<file path="src/rtl/sr_pulse_gen.sv">
// Debounces two bouncing push-buttons and turns each debounced rising edge into a
// single-cycle s / r pulse for a downstream SR flip-flop; reset wins a tie.
module sr_pulse_gen #(
  parameter int STABLE_CYCLES = 4
) (
  input  logic clk,
  input  logic rst,
  input  logic btn_set,
  input  logic btn_rst,
  output logic s,
  output logic r,
  output logic set_level,
  output logic rst_level,
  output logic conflict
);

  typedef enum logic [1:0] {LOW, RISE_CNT, HIGH, FALL_CNT} state_t;

  localparam logic [7:0] SC8 = 8'(STABLE_CYCLES);

  // Channel index 0 is the set button, index 1 the reset button.
  logic [1:0] raw;
  logic [1:0] sync1, sync2;
  logic [1:0] level, level_nxt;
  logic [1:0] rise;
  logic [7:0] cnt [2];
  logic [7:0] cnt_nxt [2];
  state_t     state [2];
  state_t     state_nxt [2];

  assign raw = {btn_rst, btn_set};

  always_comb begin
    for (int i = 0; i < 2; i++) begin
      state_nxt[i] = state[i];
      cnt_nxt[i]   = 8'd0;
      level_nxt[i] = level[i];
      rise[i]      = 1'b0;
      // A count that reaches STABLE_CYCLES on this edge commits the new level.
      unique case (state[i])
        LOW: begin
          if (sync2[i]) begin
            if ((cnt[i] + 8'd1) == SC8) begin
              state_nxt[i] = HIGH;
              level_nxt[i] = 1'b1;
              rise[i]      = 1'b1;
            end else begin
              state_nxt[i] = RISE_CNT;
              cnt_nxt[i]   = cnt[i] + 8'd1;
            end
          end
        end
        RISE_CNT: begin
          if (!sync2[i]) begin
            state_nxt[i] = LOW;
          end else if ((cnt[i] + 8'd1) == SC8) begin
            state_nxt[i] = HIGH;
            level_nxt[i] = 1'b1;
            rise[i]      = 1'b1;
          end else begin
            cnt_nxt[i] = cnt[i] + 8'd1;
          end
        end
        HIGH: begin
          if (!sync2[i]) begin
            if ((cnt[i] + 8'd1) == SC8) begin
              state_nxt[i] = LOW;
              level_nxt[i] = 1'b0;
            end else begin
              state_nxt[i] = FALL_CNT;
              cnt_nxt[i]   = cnt[i] + 8'd1;
            end
          end
        end
        FALL_CNT: begin
          if (sync2[i]) begin
            state_nxt[i] = HIGH;
          end else if ((cnt[i] + 8'd1) == SC8) begin
            state_nxt[i] = LOW;
            level_nxt[i] = 1'b0;
          end else begin
            cnt_nxt[i] = cnt[i] + 8'd1;
          end
        end
        default: begin
          state_nxt[i] = LOW;
          level_nxt[i] = 1'b0;
        end
      endcase
    end
  end

  always_ff @(posedge clk or posedge rst) begin
    if (rst) begin
      sync1     <= 2'b00;
      sync2     <= 2'b00;
      level     <= 2'b00;
      state[0]  <= LOW;
      state[1]  <= LOW;
      cnt[0]    <= 8'd0;
      cnt[1]    <= 8'd0;
      s         <= 1'b0;
      r         <= 1'b0;
      conflict  <= 1'b0;
    end else begin
      sync1     <= raw;
      sync2     <= sync1;
      level     <= level_nxt;
      state[0]  <= state_nxt[0];
      state[1]  <= state_nxt[1];
      cnt[0]    <= cnt_nxt[0];
      cnt[1]    <= cnt_nxt[1];
      // Reset channel has priority so s and r are never high together.
      s         <= rise[0] & ~rise[1];
      r         <= rise[1];
      conflict  <= rise[0] & rise[1];
    end
  end

  assign set_level = level[0];
  assign rst_level = level[1];

endmodule

</file>
<file path="config.mk">
export PLATFORM = sky130hd
export DESIGN_NAME = sr_pulse_gen
export DESIGN_NICKNAME = d
export VERILOG_FILES = /design/src/rtl/sr_pulse_gen.sv
export SDC_FILE = /design/constraint.sdc
export NUM_CORES = 1
export LEC_CHECK = 0
export ABC_AREA = 1
export ABC_CLOCK_PERIOD_IN_PS = 3400
export CELL_PAD_IN_SITES_DETAIL_PLACEMENT = 1
export CELL_PAD_IN_SITES_GLOBAL_PLACEMENT = 1
export CORE_MARGIN = 2
export CORE_UTILIZATION = 46
export CTS_CLUSTER_DIAMETER = 150
export DETAILED_ROUTE_END_ITERATION = 12
export HOLD_SLACK_MARGIN = 0.05
export MAX_ROUTING_LAYER = met4
export PLACE_DENSITY_LB_ADDON = 0.15
export SYNTH_ARGS = -nofsm -noshare
export SYNTH_HDL_FRONTEND = slang
export SYNTH_SLANG_ARGS = --single-unit
</file>
<file path="constraint.sdc">
create_clock -name clk -period 3.4 [get_ports clk]
set_input_delay 0.51 -clock clk [delete_from_list [all_inputs] [get_ports clk]]
set_output_delay 0.51 -clock clk [all_outputs]
set_load 0.03 [all_outputs]
</file>
# [After elaboration in Yosys (flattened, before gate mapping)]
# Index checks and enable logic that the tools add are counted.
[totals] output_inout_bits=5 inputBits=4 wordCells=92 reg_bits=29
[classes] n_reduce_logical=10 muxes=42 eq_ne=24 n_bitwise=3 addsub=2
[op_table] cell="two-way mux 8 bit" count=6
[op_table] cell="two-way mux 2 bit" count=16
[op_table] cell="case mux 8 bit (2 select lines)" count=2
[op_table] cell="adder 8 x 1 -> 8 bit (second input constant)" count=2
[op_table] cell="equality test 8 x 3 -> 1 bit (second input constant)" count=2
[op_table] cell="case mux 2 bit (4 select lines)" count=2
[op_table] cell="AND reduction 4 bit" count=4
[op_table] cell="two-way mux 1 bit" count=14
[op_table] cell="!= test 2 x 1 -> 1 bit (second input constant)" count=6
[op_table] cell="!= test 2 bit (second input constant)" count=6
[op_table] cell="!= test 3 bit (second input constant)" count=4
[op_table] cell="equality test 2 bit (second input constant)" count=4
[op_table] cell="OR reduction 2 bit" count=4
[op_table] cell="equality test 2 x 1 -> 1 bit (second input constant)" count=2
[op_table] cell="zero test 2 bit" count=2
[op_table] cell="case mux 1 bit (2 select lines)" count=2
[op_table] cell="bitwise AND 1 bit" count=2
[op_table] cell="inverter 1 bit" count=1

# [Logic depth before layout (Yosys ltp)]
# Gate-level depths: netlist of run 1.
[logic_depth] ltp_word=7 depth_mapped=9

# [Worst setup path before layout of run 1]
# OpenSTA, ideal clock, no wires.
[synth_path] path_kind="register to register" from="register cnt[8] in the netlist's numbering" to="register cnt[8] in the netlist's numbering" n_path_buf=0 stages_incl_launch_ff=10 setup_time_ps=123 synth_period_minus_slack_ps=1435 required_ps=3277 t_arrival_ps=1312 slack_ps=1965 cell_sequence="dfrtp_1 > ha_1 > nand2_1 > inv_1 > nor2_1 > nand3_1 > nor2_1 > nand3_1 > nand2_1 > nor2_1"
[synth_lines] item="start: declaration" line_no="26" text="logic [7:0] cnt [2];"

# [Final worst setup path of run 1]
[layout_path] from="register level[1]" to="output rst_level"
[layout_lines] item="start: declaration" line_no="24" text="logic [1:0] level, level_nxt;"
[layout_lines] item="start signal: assignment" line_no="108" text="level <= level_nxt;"
[layout_lines] item="end: declaration" line_no="13" text="output logic rst_level,"
# No word-level cell between the ends.

==> metrics.cfg, run 1 <==
[flow_run]
cap_violations = 0

[setup_path]
start_kind = register
critical-path-slowest-cell = clkdlybuf4s50_1
cpPeakStageDelay_ns = 0.67
critPathRequiredTime_ns = 2.89
cp_data_arrival_time_ns = 1.37
path_cells = clkdlybuf4s50_1
crit_fanout = 2
crit_family = buffers and inverters
critPathKind = register to output pin
worstSetupEndpointType = output pin
crit_buf_inv = 1

[pwr]
clkPwrFrac_pct = 17.2
p_comb_share_pct = 27.3
power_frac_seq_pct = 55.5
power.density_nw_per_um2 = 530
p_int_mw = 0.495
switchingPower_mw = 0.277
power_mw = 0.772
p_leak_nw = 0.711
ir_drop_uv = 281
swShare_pct = 35.9

[die]
start_util_pct = 48.0
die_w_um = 57.4
core-area_um2 = 2730
io_pins = 9
fp-row-count = 19
die_h_um = 57.4
die_area_um2 = 3290

[finish]
fin_area_um2 = 1460
syn_to_final_growth_pct = 11.1
utilization_pct = 53.3
multi_input_area_um2 = 534
drive_above_1_share_pct = 9.64
fillers = 333
finalNonFillerCells = 197
nets = 175
seqCellArea_um2 = 676
num_antenna_cells = 0

[yosys]
synth-seq-cells = 27
synth_cell_types = 21
ys_seq_area_share_pct = 51.5
synth_area_um2 = 1310
synth.avg_cell_area_um2 = 8.51
synth_fp_nets = 162
yosysWarnings = 0
syn-instance-count = 154

[min_path]
hold_class = register to register

[drt]
wl_um = 2620
num_vias = 1016
wl_per_cell_um = 13.3
viasPerCell = 5.16
ant_nets = 0
dr.first_iter.drc_count = 21
drc_errors = 0
firstDrtPassIters = 4

[place]
hpwlAfterDp_um = 2110
port_buffers = 8
placed_area_um2 = 1430
place_congestion = 0.796
place_ws_ns = 1.65
dp_cells = 193

[cts]
cts_buffers = 3
clock_path_buffers = 2
cts_setup_buffers = 0
cts_tree = yes
numClockSinks = 27
cts_root_buf = clkbuf_4
htree_levels = 1
cts_resized = 0
clk_latency_ns = 0.31
cts_hold_buf = 0
clkTransAtPathRegs_ns = 0.13

[sta]
timing.final.crit_share_pct = 55.3
clock_skew_ns = 0.00198
finalSetupViolCount = 0
final_max_slew_viol_count = 0
rsz0062_at_grt = false
max_slew.worst_pin.slew_ns = 0.966
finalCriticalPeriod_ns = 1.88
slew-limit-headroom_pct = 35.5
hold_slack_ns = 0.378
fmax_mhz = 532
worst_slack_ns = 1.52
finalSetupTns_ns = 0
hold_viol = 0

[grt]
grt_pass1_wl_um = 4800
grt_use_total_pct = 19.4
overflow = 0
antenna_found_initial = 0
grt_pass1_vias = 1133
grt_start_max_net_pins = 28

[status]
status = finished, final reports clean

[cells in the final DEF (no fill, tap or decap)]
cell	count
a21oi_1	4
clkbuf_1	1
clkbuf_4	3
clkdlybuf4s50_1	8
dfrtp_1	27
ha_1	4
inv_1	26
inv_2	1
nand2_1	32
nand2_2	2
nand2_4	2
nand3_1	10
nand3_2	2
nand3b_1	1
nand4_1	6
nor2_1	24
nor2_2	2
nor2_4	3
o21ai_0	1
o21ai_1	2
o21ai_2	1
o21bai_1	1
xnor2_1	1
xor2_1	2
[sequential cells by signal (all words and copies together) (netlist names)]
name      cells
cnt          16
level         2
state         2
sync1         2
sync2         2
conflict      1
r             1
s             1
[final timing paths]
| kind | from | end | slack [ns] | cells past startpoint |
|---|---|---|---|---|
| min | sync1[0] | sync2[0] | 0.38 | 0 |
| max in group asynchronous | rst | cnt[15] | 2.11 | 2 |
| min in group asynchronous | rst | s | 0.71 | 2 |
| max reg2reg | cnt[8] | cnt[8] | 1.67 | 9 |
| max | level[1] | rst_level | 1.52 | 1 |
| min reg2reg | sync1[0] | sync2[0] | 0.38 | 0 |
[power groups by stage]
stage                     sequential [mW]  clock (mW)  combinational, mW
after floorplan                     0.440           0              0.131
after global placement              0.427           0              0.200
after detailed placement            0.434           0              0.216
after CTS                           0.429       0.137              0.217
after global routing                0.438       0.155              0.242
final                               0.428       0.132              0.211
[cells in the mapped netlist]
cell type,instances,area [µm²]
ha_1,4,50.1
nand3b_1,1,7.51
nor2_4,3,33.8
nor2_2,2,12.5
nand2_4,2,22.5
o21bai_1,1,7.51
xnor2_1,1,8.76
nor2_1,24,90.1
inv_2,1,3.75
o21ai_1,2,10.0
nand2_1,32,120
inv_1,26,97.6
nand3_1,10,50.1
nand4_1,6,37.5
o21ai_0,1,5.00
a21oi_1,4,20.0
nand2_2,2,12.5
nand3_2,2,20.0
dfrtp_1,27,676
xor2_1,2,17.5
o21ai_2,1,8.76
[cell families after synthesis]
group	share of synthesized area, %
simple gates	31.0
buf+inv	7.73
flops	51.5
compound gates	3.91
fa+ha+maj	3.82
xor+xnor	2.00
[final cells by class]
class | instances | area share, %
clock buffers | 4 | 1.80
inverters | 27 | 6.96
multi-input cells | 100 | 36.7
flip-flops and latches | 27 | 46.4
well taps | 31 | 2.66
repair buffers | 8 | 5.50
[metal layers]
metal  track usage [%]  share of wire (%)  vias to the layer above
met4              5.98                1.5                        0
met3              2.04                1.5                        4
met1              24.5                 46                      501
li1                  -                  -                      500
met5                 -                  0                        -
met2              32.8                 51                       11
No activity file was read; power rests on OpenSTA's default activity.
==> inputs of run 2 (changes only) <==
ABC_CLOCK_PERIOD_IN_PS = 1800   (was 3400)
CORE_UTILIZATION = 43   (was 46)
clock period = 1.8 ns   (was 3.4 ns; I/O delays follow)
==> run 2 against run 1 <==
Die area rose by 6.5%. Register-to-register slack got worse by 1.5 ns. Non-clock buffer count rose by 1. Largest cell class unchanged. Critical endpoint is now cnt[8]. Clock-buffer cell count did not move.
==> metrics.cfg, run 2 (synthesized netlist as in run 1, its figures left out) <==
[status]
status = finished, final reports clean

[finish]
num_antenna_cells = 0  ; unchanged
final_common_cell = nand2_1
layout_common_cells = nand2_1 (32), inv_1 (26), dfrtp_1 (26), nor2_1 (23), nand3_1 (10)
largest_reg_flops = 16  ; unchanged
multi_input_area_um2 = 537  ; +0.47%
nets = 176  ; +0.57%
finalNonFillerCells = 200  ; +1.5%
fillers = 361  ; +8.4%
syn_to_final_growth_pct = 12.1
drive_above_1_share_pct = 11.4  ; +1.7 points
fin_area_um2 = 1470  ; +0.94%
regMostFlops = cnt
seqCellArea_um2 = 677  ; +0.19%
utilization_pct = 49.4  ; -3.9 points

[sta]
rsz0062_at_grt = false
finalSetupViolCount = 0  ; unchanged
max_slew.worst_pin.slew_ns = 0.339  ; -0.627 ns
final_max_slew_viol_count = 0  ; unchanged
hold_viol = 0  ; unchanged
finalSetupTns_ns = 0  ; unchanged
timing.final.crit_share_pct = 91.6
slew-limit-headroom_pct = 77.4  ; +42 points
finalCriticalPeriod_ns = 1.65
clock_skew_ns = 0.00353  ; +0.00155 ns
fmax_mhz = 606

[grt]
grt_start_max_net_pins = 28  ; unchanged
grt_pass1_wl_um = 4550  ; -5.3%
grt_pass1_vias = 1063  ; -6.2%
overflow = 0  ; unchanged
antenna_found_initial = 0  ; unchanged
grt_use_total_pct = 17.9  ; -1.5 points

[drt]
dr.first_iter.drc_count = 36  ; +71%
wl_per_cell_um = 12.6  ; -5.3%
wl_um = 2510  ; -3.9%
drc_errors = 0  ; unchanged
firstDrtPassIters = 2  ; -2
num_vias = 1019  ; +0.30%
ant_nets = 0  ; unchanged
viasPerCell = 5.10  ; -1.2%

[die]
die_w_um = 59.2  ; +3.2%
fp-row-count = 20  ; +1
die_area_um2 = 3510  ; +6.5%
core-area_um2 = 2980  ; +8.9%
io_pins = 9  ; unchanged
start_util_pct = 44.0  ; -3.9 points
die_h_um = 59.2  ; +3.2%

[cts]
cts_buffers = 3  ; unchanged
clock_path_buffers = 2  ; unchanged
cts_resized = 0  ; unchanged
cts_root_buf = clkbuf_4
cts_setup_buffers = 0  ; unchanged
htree_levels = 1  ; unchanged
clkTransAtPathRegs_ns = 0.13  ; about the same
numClockSinks = 27  ; unchanged
clk_latency_ns = 0.32  ; about the same
cts_hold_buf = 0  ; unchanged
cts_tree = yes

[place]
port_buffers = 8  ; unchanged
placed_area_um2 = 1440  ; +0.70%
place_congestion = 0.844  ; +6.0%
hpwlAfterDp_um = 2020  ; -4.3%
dp_cells = 196  ; +1.6%

[setup_path]
reg2reg_depth = 9  ; unchanged
critical-path-slowest-cell = dfrtp_2
worstReg2RegEnd = cnt[8]
start_kind = register
crit_fanout = 6  ; +4
crit-reg2reg-launch = cnt[8]
worstSetupEndpointType = register
cpPeakStageDelay_ns = 0.47  ; -0.20 ns
rrSetupSlack_ns = 0.15  ; -1.52 ns
cp_data_arrival_time_ns = 1.87  ; +0.50 ns
crit_start = cnt[8]
critPathCapture = cnt[8]
critPathRequiredTime_ns = 2.03  ; -0.86 ns
path_cells = ha_1, nand2_1, inv_1, nor2_2, nand3_1, nor2_1, nand3_1, nand2_1, nor2_1
critPathKind = register to register

[pwr]
ir_drop_uv = 439  ; +56%
p_leak_nw = 0.714  ; +0.46%
power.density_nw_per_um2 = 994  ; +88%

[min_path]
hold_class = input pin to async pin

[flow_run]
cap_violations = 0  ; unchanged

-- run 2: area by class of cell --
class,instances,share of cell area [%]
Multi-Input combinational cell,100,36.5
Timing Repair Buffer,9,5.96
Inverter,27,6.89
Sequential cell,27,46.0
Tap cell,33,2.81
Clock buffer,4,1.79
-- run 2: metrics by stage --
stage | power [mW] | worst slack, ns | hold slack, ns
after floorplan | 1.08 | 0.365 | 0.301
after global placement | 1.19 | 0.265 | 0.335
after detailed placement | 1.22 | 0.134 | 0.336
after CTS | 1.48 | 0.120 | 0.285
after global routing | 1.58 | 0.0205 | 0.300
final | 1.46 | 0.150 | 0.287
-- run 2: critical path, delay by kind of cell (launching register included) --
family                   cells  cell delay (ns)
buffers and inverters        1             0.05
AND/OR/NAND/NOR              7             0.77
flip-flops                   1             0.47
adder cells (fa/ha/maj)      1             0.25
-- run 2: metal layers --
layer,part of all wire [%],GRT usage [%]
met4,3.9,10.4
met5,0,-
met1,43,19.5
met2,51,30.5
met3,2.0,2.84
-- run 2: worst min-delay path by stage --
stage               startpoint       end  cells past startpoint
floorplan              btn_set  sync1[0]                      0
global placement      sync1[0]  sync2[0]                      0
detailed placement    sync1[0]  sync2[0]                      0
CTS                        rst   cnt[12]                      3
global route               rst   cnt[12]                      3
finish                     rst  sync2[0]                      3
-- run 2: power by group --
group          internal, mW  switching (mW)  total, mW
Sequential            0.703           0.100      0.804
Clock                0.0868           0.172      0.258
Combinational         0.151           0.248      0.399
==> inputs of run 3 (changes only) <==
ABC_CLOCK_PERIOD_IN_PS = 1850   (was 1800)
clock period = 1.85 ns   (was 1.8 ns; I/O delays follow)
==> run 3 against run 2 <==
Core utilization decreased by 0.084 points. First-iteration DRC count shrank 8.3%. Critical path depth unchanged. Combinational power decreased by 4%. Non-clock buffer count unchanged. Critical path type unchanged. Cell count stayed put. Final area down 0.17%. Clock power shrank 3%. Global-route usage unchanged. Clock-buffer cell count stayed put.
==> metrics.cfg, run 3 (synthesized netlist as in run 1, its figures left out) <==
[finish]
layout_common_cells = nand2_1 (32), inv_1 (26), dfrtp_1 (26), nor2_1 (24), nand3_1 (10)
finalNonFillerCells = 200  ; unchanged
num_antenna_cells = 0  ; unchanged
nets = 176  ; unchanged
drive_above_1_share_pct = 10.8  ; -0.60 points
largest_reg_flops = 16  ; unchanged
syn_to_final_growth_pct = 11.9
regMostFlops = cnt
fin_area_um2 = 1470  ; -0.17%
final_common_cell = nand2_1

[setup_path]
crit-reg2reg-launch = cnt[8]
critical-path-slowest-cell = dfrtp_2
path_cells = ha_1, nand2_1, inv_1, nor2_1, nand3_1, nor2_1, nand3_1, nand2_1, nor2_1
worstSetupEndpointType = register
reg2reg_depth = 9  ; unchanged
rrSetupSlack_ns = 0.16  ; about the same
cpPeakStageDelay_ns = 0.47  ; about the same
path_common_cell = nor2_1
crit_fanout = 6  ; unchanged
critPathKind = register to register
worstReg2RegEnd = cnt[8]
crit_family = simple AND/OR/NAND/NOR gates
cp_data_arrival_time_ns = 1.92  ; +0.05 ns
critPathRequiredTime_ns = 2.08  ; +0.05 ns
start_kind = register
crit_buf_inv = 1  ; unchanged

[cts]
cts_root_buf = clkbuf_4
numClockSinks = 27  ; unchanged
cts_hold_buf = 0  ; unchanged
clkTransAtPathRegs_ns = 0.13  ; about the same
htree_levels = 1  ; unchanged
cts_setup_buffers = 0  ; unchanged
cts_resized = 0  ; unchanged
clk_latency_ns = 0.32  ; about the same
cts_buffers = 3  ; unchanged
cts_tree = yes
clock_path_buffers = 2  ; unchanged

[pwr]
power_mw = 1.42  ; -3.0%
ir_drop_uv = 427  ; -2.7%
switchingPower_mw = 0.504  ; -3.0%
swShare_pct = 35.6  ; about the same
power_frac_seq_pct = 55.2  ; +0.2 points
p_comb_share_pct = 27.1  ; -0.2 points
p_int_mw = 0.913  ; -3.0%
clkPwrFrac_pct = 17.7  ; about the same
power.density_nw_per_um2 = 966  ; -2.8%
p_leak_nw = 0.714  ; about the same

[sta]
finalSetupViolCount = 0  ; unchanged
rsz0062_at_grt = false
final_max_slew_viol_count = 0  ; unchanged
fmax_mhz = 592  ; -2.4%
max_slew.worst_pin.slew_ns = 0.339  ; unchanged
finalSetupTns_ns = 0  ; unchanged
hold_viol = 0  ; unchanged
timing.final.crit_share_pct = 91.3  ; -0.30 points
slew-limit-headroom_pct = 77.4  ; unchanged
clock_skew_ns = 0.00353  ; unchanged
finalCriticalPeriod_ns = 1.69  ; +0.0402 ns

[grt]
grt_pass1_wl_um = 4550  ; unchanged
antenna_found_initial = 0  ; unchanged
grt_use_total_pct = 17.9  ; unchanged
grt_pass1_vias = 1063  ; unchanged
grt_start_max_net_pins = 28  ; unchanged
overflow = 0  ; unchanged

[drt]
num_vias = 1021  ; +0.20%
wl_per_cell_um = 12.6  ; about the same
dr.first_iter.drc_count = 33  ; -8.3%
wl_um = 2520  ; about the same
firstDrtPassIters = 2  ; unchanged
ant_nets = 0  ; unchanged
viasPerCell = 5.11  ; +0.20%
drc_errors = 0  ; unchanged

[die]
fp-row-count = 20  ; unchanged
core-area_um2 = 2980  ; unchanged
die_area_um2 = 3510  ; unchanged
die_h_um = 59.2  ; unchanged
io_pins = 9  ; unchanged
die_w_um = 59.2  ; unchanged
start_util_pct = 44.0  ; unchanged

[min_path]
hold_class = input pin to async pin

[place]
placed_area_um2 = 1440  ; unchanged
dp_cells = 196  ; unchanged
place_congestion = 0.844  ; unchanged
hpwlAfterDp_um = 2020  ; unchanged
port_buffers = 8  ; unchanged

[flow_run]
cap_violations = 0  ; unchanged

[status]
status = finished, final reports clean

[run 3: power groups by stage]
stage / logic [mW] / clock network, mW / registers [mW]
after floorplan: 0.241 / 0 / 0.808
final: 0.383 / 0.251 / 0.783
after CTS: 0.393 / 0.266 / 0.781
after global placement: 0.371 / 0 / 0.786
after detailed placement: 0.391 / 0 / 0.794
after global routing: 0.444 / 0.285 / 0.800
[run 3: cell type report]
| type | count | area [µm²] |
|---|---|---|
| fill | 363 | 1510 |
| sequential | 27 | 677 |
| multi-input combinational | 100 | 534 |
| inverter | 27 | 101 |
| timing repair buffer | 9 | 87.6 |
| tap | 33 | 41.3 |
| clock buffer | 4 | 26.3 |
[run 3: layer usage]
layer | global-route usage [%] | wire length (µm) | vias to the layer above
met5 | - | 0 | -
met4 | 10.4 | 97 | 0
met3 | 2.84 | 50 | 9
met2 | 30.5 | 1280 | 10
met1 | 19.5 | 1090 | 499
li1 | - | - | 503
[run 3: worst min-delay path, stage by stage]
cell and delay [ns]:
clkdlybuf4s50_1 0.39, inv_1 0.05, buf_4 0.32
[run 3: worst max path at each step]
stage,from,end,cells past startpoint
final,cnt[8],cnt[8],9
after global placement,cnt[8],conflict,8
after global routing,cnt[8],conflict,8
after floorplan,cnt[8],cnt[8],9
after detailed placement,cnt[8],cnt[8],9
after CTS,cnt[8],cnt[8],9
[run 3: through the flow]
stage          utilization, %  worst slack, ns  hold slack, ns
3_5_place_dp             48.4            0.184           0.336
2_1_floorplan               -            0.415           0.309
4_1_cts                  49.2            0.170           0.293
6_report                 49.3            0.160           0.294
3_3_place_gp             48.4            0.315           0.335
5_1_grt                  49.3          0.00131           0.308
